## config.mk

```make
export PLATFORM = sky130hd
export DESIGN_NAME = cordic_pipe
export DESIGN_NICKNAME = d
export VERILOG_FILES = /design/src/rtl/cordic_pkg.sv /design/src/rtl/cordic_pipe_iter.sv /design/src/rtl/cordic_pipe.sv
export SDC_FILE = /design/constraint.sdc
export NUM_CORES = 2
export LEC_CHECK = 0
export CAP_MARGIN = 20
export CORE_UTILIZATION = 55
export DETAILED_ROUTE_END_ITERATION = 10
export PLACE_DENSITY = 0.82
export SYNTH_ARGS = -nofsm -noshare
export SYNTH_HDL_FRONTEND = slang
export SYNTH_SLANG_ARGS = --single-unit
export TNS_END_PERCENT = 5
```

## constraint.sdc

```tcl
create_clock -name clk -period 34.1 [get_ports clk]
set_clock_uncertainty 0.15 [all_clocks]
set_input_delay 6.82 -clock clk [delete_from_list [all_inputs] [get_ports clk]]
set_output_delay 6.82 -clock clk [all_outputs]
set_load 0.02 [all_outputs]
```

## src/rtl/cordic_pkg.sv

```systemverilog
// Shared types and constants for the pipelined CORDIC engine.
// The arctangent table is derived at elaboration time from a high-precision integer table.
package cordic_pkg;

  typedef enum logic {
    MODE_ROT = 1'b0,
    MODE_VEC = 1'b1
  } cordic_mode_e;

  // Aggregate gain K ~ 1.64676 in Q15, for scaling expected results.
  localparam int unsigned CORDIC_GAIN_Q15 = 53961;

  localparam int unsigned ATAN_TAB_LEN = 31;

  // round(atan(2^-i) / pi * 1e10); integer-only so elaboration needs no real math.
  localparam longint ATAN_E10 [ATAN_TAB_LEN] = '{
    64'd2500000000, 64'd1475836177, 64'd779791304, 64'd395834242,
    64'd198685243,  64'd99439478,   64'd49731873,  64'd24867454,
    64'd12433917,   64'd6216982,    64'd3108494,   64'd1554247,
    64'd777124,     64'd388562,     64'd194281,    64'd97140,
    64'd48570,      64'd24285,      64'd12143,     64'd6071,
    64'd3036,       64'd1518,       64'd759,       64'd379,
    64'd190,        64'd95,         64'd47,        64'd24,
    64'd12,         64'd6,          64'd3
  };

  // round(atan(2^-i) * 2^(width-1) / pi); valid for width <= 32.
  function automatic longint atan_entry(input int unsigned i, input int unsigned width);
    longint scaled;
    if (i >= ATAN_TAB_LEN) begin
      return 64'sd0;
    end
    scaled = ATAN_E10[i] * (64'sd1 <<< (width - 1));
    return (scaled + 64'sd5000000000) / 64'sd10000000000;
  endfunction

endpackage

```

## src/rtl/cordic_pipe_iter.sv

```systemverilog
// One registered CORDIC micro-rotation with a fixed arithmetic shift.
// Data registers load only with a valid sample so idle cycles leave outputs untouched.
module cordic_iter
  import cordic_pkg::*;
#(
  parameter int unsigned SHIFT = 0,
  parameter int unsigned DW    = 18,
  parameter int unsigned AW    = 16
) (
  input  logic                 clk,
  input  logic                 rst,
  input  logic                 en,
  input  logic                 valid_in,
  input  logic                 mode_in,
  input  logic signed [DW-1:0] x_in,
  input  logic signed [DW-1:0] y_in,
  input  logic signed [AW-1:0] z_in,
  input  logic signed [AW-1:0] atan,
  output logic                 valid_out,
  output logic                 mode_out,
  output logic signed [DW-1:0] x_out,
  output logic signed [DW-1:0] y_out,
  output logic signed [AW-1:0] z_out
);

  logic                 pos;
  logic signed [DW-1:0] x_sh;
  logic signed [DW-1:0] y_sh;
  logic signed [DW-1:0] x_nx;
  logic signed [DW-1:0] y_nx;
  logic signed [AW-1:0] z_nx;

  always_comb begin
    x_sh = x_in >>> SHIFT;
    y_sh = y_in >>> SHIFT;
    // z == 0 and y < 0 both select the subtracting direction
    if (mode_in == MODE_ROT) begin
      pos = ~z_in[AW-1];
    end else begin
      pos = y_in[DW-1];
    end
    if (pos) begin
      x_nx = x_in - y_sh;
      y_nx = y_in + x_sh;
      z_nx = z_in - atan;
    end else begin
      x_nx = x_in + y_sh;
      y_nx = y_in - x_sh;
      z_nx = z_in + atan;
    end
  end

  always_ff @(posedge clk or posedge rst) begin
    if (rst) begin
      valid_out <= 1'b0;
      mode_out  <= 1'b0;
      x_out     <= '0;
      y_out     <= '0;
      z_out     <= '0;
    end else if (en) begin
      valid_out <= valid_in;
      if (valid_in) begin
        mode_out <= mode_in;
        x_out    <= x_nx;
        y_out    <= y_nx;
        z_out    <= z_nx;
      end
    end
  end

endmodule

```

## src/rtl/cordic_pipe.sv

```systemverilog
// Fully pipelined CORDIC: quadrant pre-rotation register followed by STAGES micro-rotations.
// A single global enable freezes every stage while the output is held by downstream.
module cordic_pipe
  import cordic_pkg::*;
#(
  parameter int unsigned WIDTH  = 16,
  parameter int unsigned STAGES = 14,
  parameter int unsigned GUARD  = 2
) (
  input  logic                       clk,
  input  logic                       rst,
  input  logic                       in_valid,
  output logic                       in_ready,
  input  logic                       in_mode,
  input  logic signed [WIDTH-1:0]    in_x,
  input  logic signed [WIDTH-1:0]    in_y,
  input  logic signed [WIDTH-1:0]    in_z,
  output logic                       out_valid,
  input  logic                       out_ready,
  output logic                       out_mode,
  output logic signed [WIDTH+GUARD-1:0] out_x,
  output logic signed [WIDTH+GUARD-1:0] out_y,
  output logic signed [WIDTH-1:0]    out_z
);

  localparam int unsigned DW = WIDTH + GUARD;
  localparam logic signed [WIDTH-1:0] QTR = WIDTH'(1) << (WIDTH - 2);

  logic stall;
  logic en;

  logic                    vp [0:STAGES];
  logic                    mp [0:STAGES];
  logic signed [DW-1:0]    xp [0:STAGES];
  logic signed [DW-1:0]    yp [0:STAGES];
  logic signed [WIDTH-1:0] zp [0:STAGES];

  logic                    v0;
  logic                    m0;
  logic signed [DW-1:0]    x0;
  logic signed [DW-1:0]    y0;
  logic signed [WIDTH-1:0] z0;

  logic signed [DW-1:0]    xe;
  logic signed [DW-1:0]    ye;
  logic signed [DW-1:0]    xq;
  logic signed [DW-1:0]    yq;
  logic signed [WIDTH-1:0] zq;

  assign stall    = vp[STAGES] & ~out_ready;
  assign en       = ~stall;
  assign in_ready = ~stall;

  // Fold the input into the +/-pi/2 convergence range by a +/-90 degree swap.
  always_comb begin
    xe = DW'(in_x);
    ye = DW'(in_y);
    xq = xe;
    yq = ye;
    zq = in_z;
    case (cordic_mode_e'(in_mode))
      MODE_ROT: begin
        if (in_z > QTR) begin
          xq = -ye;
          yq = xe;
          zq = in_z - QTR;
        end else if (in_z < -QTR) begin
          xq = ye;
          yq = -xe;
          zq = in_z + QTR;
        end
      end
      MODE_VEC: begin
        if (xe[DW-1]) begin
          if (!ye[DW-1]) begin
            xq = ye;
            yq = -xe;
            zq = in_z + QTR;
          end else begin
            xq = -ye;
            yq = xe;
            zq = in_z - QTR;
          end
        end
      end
      default: ;
    endcase
  end

  always_ff @(posedge clk or posedge rst) begin
    if (rst) begin
      v0 <= 1'b0;
      m0 <= 1'b0;
      x0 <= '0;
      y0 <= '0;
      z0 <= '0;
    end else if (en) begin
      v0 <= in_valid;
      if (in_valid) begin
        m0 <= in_mode;
        x0 <= xq;
        y0 <= yq;
        z0 <= zq;
      end
    end
  end

  assign vp[0] = v0;
  assign mp[0] = m0;
  assign xp[0] = x0;
  assign yp[0] = y0;
  assign zp[0] = z0;

  for (genvar i = 0; i < STAGES; i++) begin : g_iter
    cordic_iter #(
      .SHIFT(i),
      .DW   (DW),
      .AW   (WIDTH)
    ) u_iter (
      .clk      (clk),
      .rst      (rst),
      .en       (en),
      .valid_in (vp[i]),
      .mode_in  (mp[i]),
      .x_in     (xp[i]),
      .y_in     (yp[i]),
      .z_in     (zp[i]),
      .atan     (WIDTH'(atan_entry(i, WIDTH))),
      .valid_out(vp[i+1]),
      .mode_out (mp[i+1]),
      .x_out    (xp[i+1]),
      .y_out    (yp[i+1]),
      .z_out    (zp[i+1])
    );
  end

  assign out_valid = vp[STAGES];
  assign out_mode  = mp[STAGES];
  assign out_x     = xp[STAGES];
  assign out_y     = yp[STAGES];
  assign out_z     = zp[STAGES];

endmodule

```

Yosys cells after proc, flatten, opt, wreduce, memory -nomap -nowiden
Cells that the tools add are included.
{ "word_totals": {"register_bits": 810, "input_bits": 53, "word_cells": 268} }
{ "op_classes": {"n_reduce_logical": 15, "add_sub_neg": 87, "n_lt_le_gt_ge": 2, "mux": 71, "bitwise": 18} }
{ "op_table": {"columns": ["op", "n"], "rows": [
  ["18-bit 2-to-1 mux", 36],
  ["16-bit 2-to-1 mux", 18],
  ["18-bit one-hot mux with 2 select lines", 2],
  ["18-bit by 10-bit adder with 18-bit output", 2],
  ["18-bit by 11-bit adder with 18-bit output", 2],
  ["18-bit by 12-bit adder with 18-bit output", 2],
  ["18-bit by 13-bit adder with 18-bit output", 2],
  ["18-bit by 14-bit adder with 18-bit output", 2],
  ["18-bit by 15-bit adder with 18-bit output", 2],
  ["18-bit by 16-bit adder with 18-bit output", 2],
  ["18-bit by 17-bit adder with 18-bit output", 2],
  ["18-bit by 5-bit adder with 18-bit output", 2],
  ["18-bit by 6-bit adder with 18-bit output", 2],
  ["18-bit by 7-bit adder with 18-bit output", 2],
  ["18-bit by 8-bit adder with 18-bit output", 2],
  ["18-bit by 9-bit adder with 18-bit output", 2],
  ["16-bit negation with 18-bit output", 2],
  ["18-bit by 10-bit subtractor with 18-bit output", 2],
  ["18-bit by 11-bit subtractor with 18-bit output", 2],
  ["18-bit by 12-bit subtractor with 18-bit output", 2],
  ["18-bit by 13-bit subtractor with 18-bit output", 2],
  ["18-bit by 14-bit subtractor with 18-bit output", 2],
  ["18-bit by 15-bit subtractor with 18-bit output", 2],
  ["18-bit by 16-bit subtractor with 18-bit output", 2],
  ["other kinds (45)", 95]
]} }

Logic depth before layout (Yosys ltp)
{ "logic_depth": {"depth_word": 4, "mapped_depth": 17, "ltp_nobuf": 17} }

Hierarchy
From an unflattened synthesis, not the netlist that was laid out.
{ "unflattened": {"cells_unflattened": 9496, "area_unflattened_um2": 76781.1} }
{ "modules_own_cells": {"columns": ["module", "n_inst", "area_each_um2", "cells_each", "seq_area_each_um2"], "rows": [
  ["cordic_iter at g_iter[0].u_iter", 1, 6015.8, 777, 1326.3],
  ["cordic_iter at g_iter[12].u_iter", 1, 5266.3, 668, 1351.3],
  ["cordic_iter at g_iter[1].u_iter", 1, 5261.3, 653, 1351.3],
  ["cordic_iter at g_iter[5].u_iter", 1, 5236.3, 645, 1351.3],
  ["cordic_iter at g_iter[8].u_iter", 1, 5207.5, 643, 1351.3],
  ["cordic_iter at g_iter[10].u_iter", 1, 5181.2, 628, 1351.3],
  ["cordic_iter at g_iter[9].u_iter", 1, 5138.7, 637, 1351.3],
  ["cordic_iter at g_iter[3].u_iter", 1, 5137.4, 619, 1351.3],
  ["cordic_iter at g_iter[11].u_iter", 1, 5056.1, 603, 1351.3],
  ["cordic_iter at g_iter[2].u_iter", 1, 5037.3, 614, 1351.3],
  ["cordic_iter at g_iter[4].u_iter", 1, 5001.0, 620, 1351.3],
  ["cordic_iter at g_iter[13].u_iter", 1, 4937.2, 597, 1351.3],
  ["cordic_iter at g_iter[6].u_iter", 1, 4918.5, 593, 1351.3],
  ["cordic_iter at g_iter[7].u_iter", 1, 4912.2, 603, 1351.3],
  ["cordic_pipe", 1, 4474.3, 596, 1351.3]
]} }

Worst setup path before layout
No wires, ideal clock.
{ "synth_timing": {"path_kind": "in2out", "start": "input port out_ready", "end": "output port in_ready", "n_path_buf": 2, "stages": 4, "arrival_ps": 7587, "path_slack_ps": 19543, "cell_sequence": "nor2b_1 inv_1 clkbuf_1 clkbuf_1"} }
{ "synth_between": {"elab_chain_cells": 3} }
{ "synth_rtl": {"columns": ["item", "line_no", "text"], "rows": [
  ["from (decl)", "cordic_pipe.sv:19", "input logic out_ready,"],
  ["1-bit inverter", "cordic_pipe.sv:50", "assign stall = vp[STAGES] & ~out_ready;"],
  ["1-bit AND", "cordic_pipe.sv:50", null],
  ["1-bit inverter (no line)", null, null],
  ["to (decl)", "cordic_pipe.sv:13", "output logic in_ready,"]
]} }
No other way between the ends.

Worst setup path after layout
Ends and elaborated chain as after synthesis.

==> metrics.txt <==
status=completed; Worst Hold Class=flip-flop to flip-flop; RSZ-0062 raised after global routing=no; register area share after synthesis=30.10%; post-synth cell types=between 80 and 90; Commonest cells post-synth=1,093 x nand2_1, 911 x o21ai_0, 809 x dfrtp_1, 731 x ha_1, 609 x a21oi_1; CP Capture Type=primary output; Reg2Reg Depth=15; period utilisation layout=between 40% and 50%; cell repeated most along the worst path=clkdlybuf4s50_1; Synth Warn #=0; number of global-route vias before repair=55,410; core area=120,600 um^2; # clock sinks=809; slew margin rel.=between 20% and 30%; r2r setup slk=28.86 ns; antenna violations before repair=1; Clock Path Buffers=3; # diodes=0; final hold vios=0; CP Buf/Inv Count=4; Final Max Slew Viols=0; CP top delay family=buffers and inverters; via count of the routed design=around 59,000; largest net degree at the start of global routing=123; Yosys top cell by area=dfrtp_1; max cap viols=0; share of cells above drive strength 1=between 4 and 5%; Resized cells post-CTS=0; PnR worst setup slack=18.65 ns; die area=between 100,000 and 150,000 um^2; drt pass-1 iters=6; Global Route Usage Sum=27.37%; Die W=351.7 um; Root Buffer=clkbuf_16; # hold bufs at CTS=0; Cell Chain, Critical Path=clkdlybuf4s50_1 > nor2b_2 > buf_4 > inv_2 > clkdlybuf4s50_1; final worst path period need=15.45 ns; Avg Vias per Cell=6.010; Setup CP Type=input port to primary output; Crit Reg-Reg Endpoint=g_iter[10].u_iter.x_out[14]; top area cells in the synthesized netlist=dfrtp_1 30%, ha_1 14%, o21ai_0 6.8%, nand2_1 6.1%, xor2_1 5.3%; io pins=108; Worst-path clk slew=0.06 ns; Initial Util=55.77%; initial drt markers=5,264; Worst path slowest cell=clkdlybuf4s50_1; Crit Path Max Fanout=15; top-count cell post-synth=nand2_1; CP peak stage delay=0.57 ns; Setup crit start=out_ready; DIE HEIGHT=351.7 um; H-tree levels=3; TNS Setup=0 ns; Main synth FF type=dfrtp_1; Cells after Synth=8,113; Final Setup Violations=0; hold worst-path end=g_iter[11].u_iter.x_out[0]; CP required=about 27 ns; Hold Crit Start=g_iter[11].u_iter.x_out[0]; Num CTS Buffers=just under 100; R2R Path Start=g_iter[9].u_iter.y_out[17]; CTS tree=done; syn_area_per_cell=8.290 um^2; first-pass GRT wire length=281.2 mm; gp weighted congestion=0.9241; row cnt=127; arrival time worst endpoint=8.48 ns; syn nets=just under 9,000; Post-synth EDFFs=0; total grt overflow=0; fraction of registers with async set/reset=100.0%; Worst-Margin Slew=1.095 ns; area added between synthesis and finish=8.232%; post-route ant nets=0; Yosys reg bits=809; worst-skew pair later-pin latency=about 0.69 ns; worst slack at placement=between 15 and 20 ns; hold path depth=2; port buffer count=107; # DRC=0; WHS=0.3266 ns; setup bufs post-CTS=0; Startpoint Class=input port; WL/cell=17.50 um; share of the synthesized area in the top cell type=30.10%; dpl hpwl=130.3 mm; Synth Cell Area=67,260 um^2; Total Routed Length=170.7 mm; achievable frequency=64.73 MHz; Final nets=8,895
[placed cells by master, fill, tap and decap left out, types with 150 or more instances in the layout]
cell type  netlist  layout
nor2_1         568     568
o21ai_0        911     910
a21o_1         185     185
a21oi_1        609     605
nor3_1         247     247
xor2_1         405     405
a211oi_1       150     150
xnor2_1        389     389
dfrtp_1        809     809
nand2_1       1093    1078
inv_1          299     297
ha_1           731     731
[flip-flops by register name, indices dropped and copies added (netlist names)]
register / count
g_iter.u_iter.mode_out: 14
g_iter.u_iter.valid_out: 14
g_iter.u_iter.x_out: 251
g_iter.u_iter.y_out: 252
g_iter.u_iter.z_out: 224
m0: 1
v0: 1
x0: 18
y0: 18
z0: 16
[how the worst max path moves through the flow]
stage,end,slack [ns],cells after the start
CTS,in_ready,18.65,5
finish,in_ready,18.65,5
global route,in_ready,18.60,5
detailed placement,in_ready,18.67,5
global placement,in_ready,18.62,5
floorplan,g_iter[0].u_iter.mode_out,4.41,1
[through the flow]
stage / cell area [um^2] / std cells / util, %
finish: 72790 / 9753 / 60.36
global route: 72790 / 9753 / 60.36
CTS: 72750 / 9751 / 60.32
detailed placement: 69600 / 9578 / 57.71
global placement: 69600 / 9578 / 57.71
floorplan: 67260 / 8113 / -
[worst register-to-register path, cell delays in order, from the launching register on]
cell,delay [ns]
dfrtp_1,0.49
inv_1,0.21
mux2_2,0.53
clkinv_1,0.77
nor2_1,0.37
xnor2_1,0.15
ha_1,0.30
a21o_1,0.20
a21oi_1,0.26
o21ai_0,0.19
a2111oi_2,0.54
nor4_1,0.16
or3_1,0.37
a21oi_1,0.17
xor2_1,0.15
o21ai_0,0.09
[per-layer routing]
layer  GRT usage (%)  up-vias  wire (um)  part of all wire, %
met5               0        -          0                    0
met4           7.303        0       4083                  2.4
met3           3.212      276      10420                  6.1
met2           43.31     1704      76420                   45
met1           39.50    27810      79740                   47
li1                -    28830          -                    -
[kinds of logic (layout without fill, tap and decap cells)]
logic type | Yosys count | count (layout) | share of synthesized area [%]
mux | 137 | 137 | 2.227
compound gates | 2415 | 2415 | 21.64
buf+inv | 603 | 631 | 3.417
flops | 809 | 809 | 30.10
fa+ha+maj | 774 | 774 | 14.88
xor+xnor | 795 | 795 | 10.36
simple gates | 2580 | 2580 | 17.38
[layout make-up]
type / count / area (um^2)
clock buffer: 133 / 2756
inverter: 304 / 1149
tap: 1612 / 2017
timing repair buffer: 154 / 1446
fill: 10280 / 47810
multi-input combinational: 6701 / 44790
sequential: 809 / 20240
clock inverter: 40 / 391.6
Power is not shown: default switching activity piles up to over one toggle a cycle in this logic, so the estimate is an artifact.
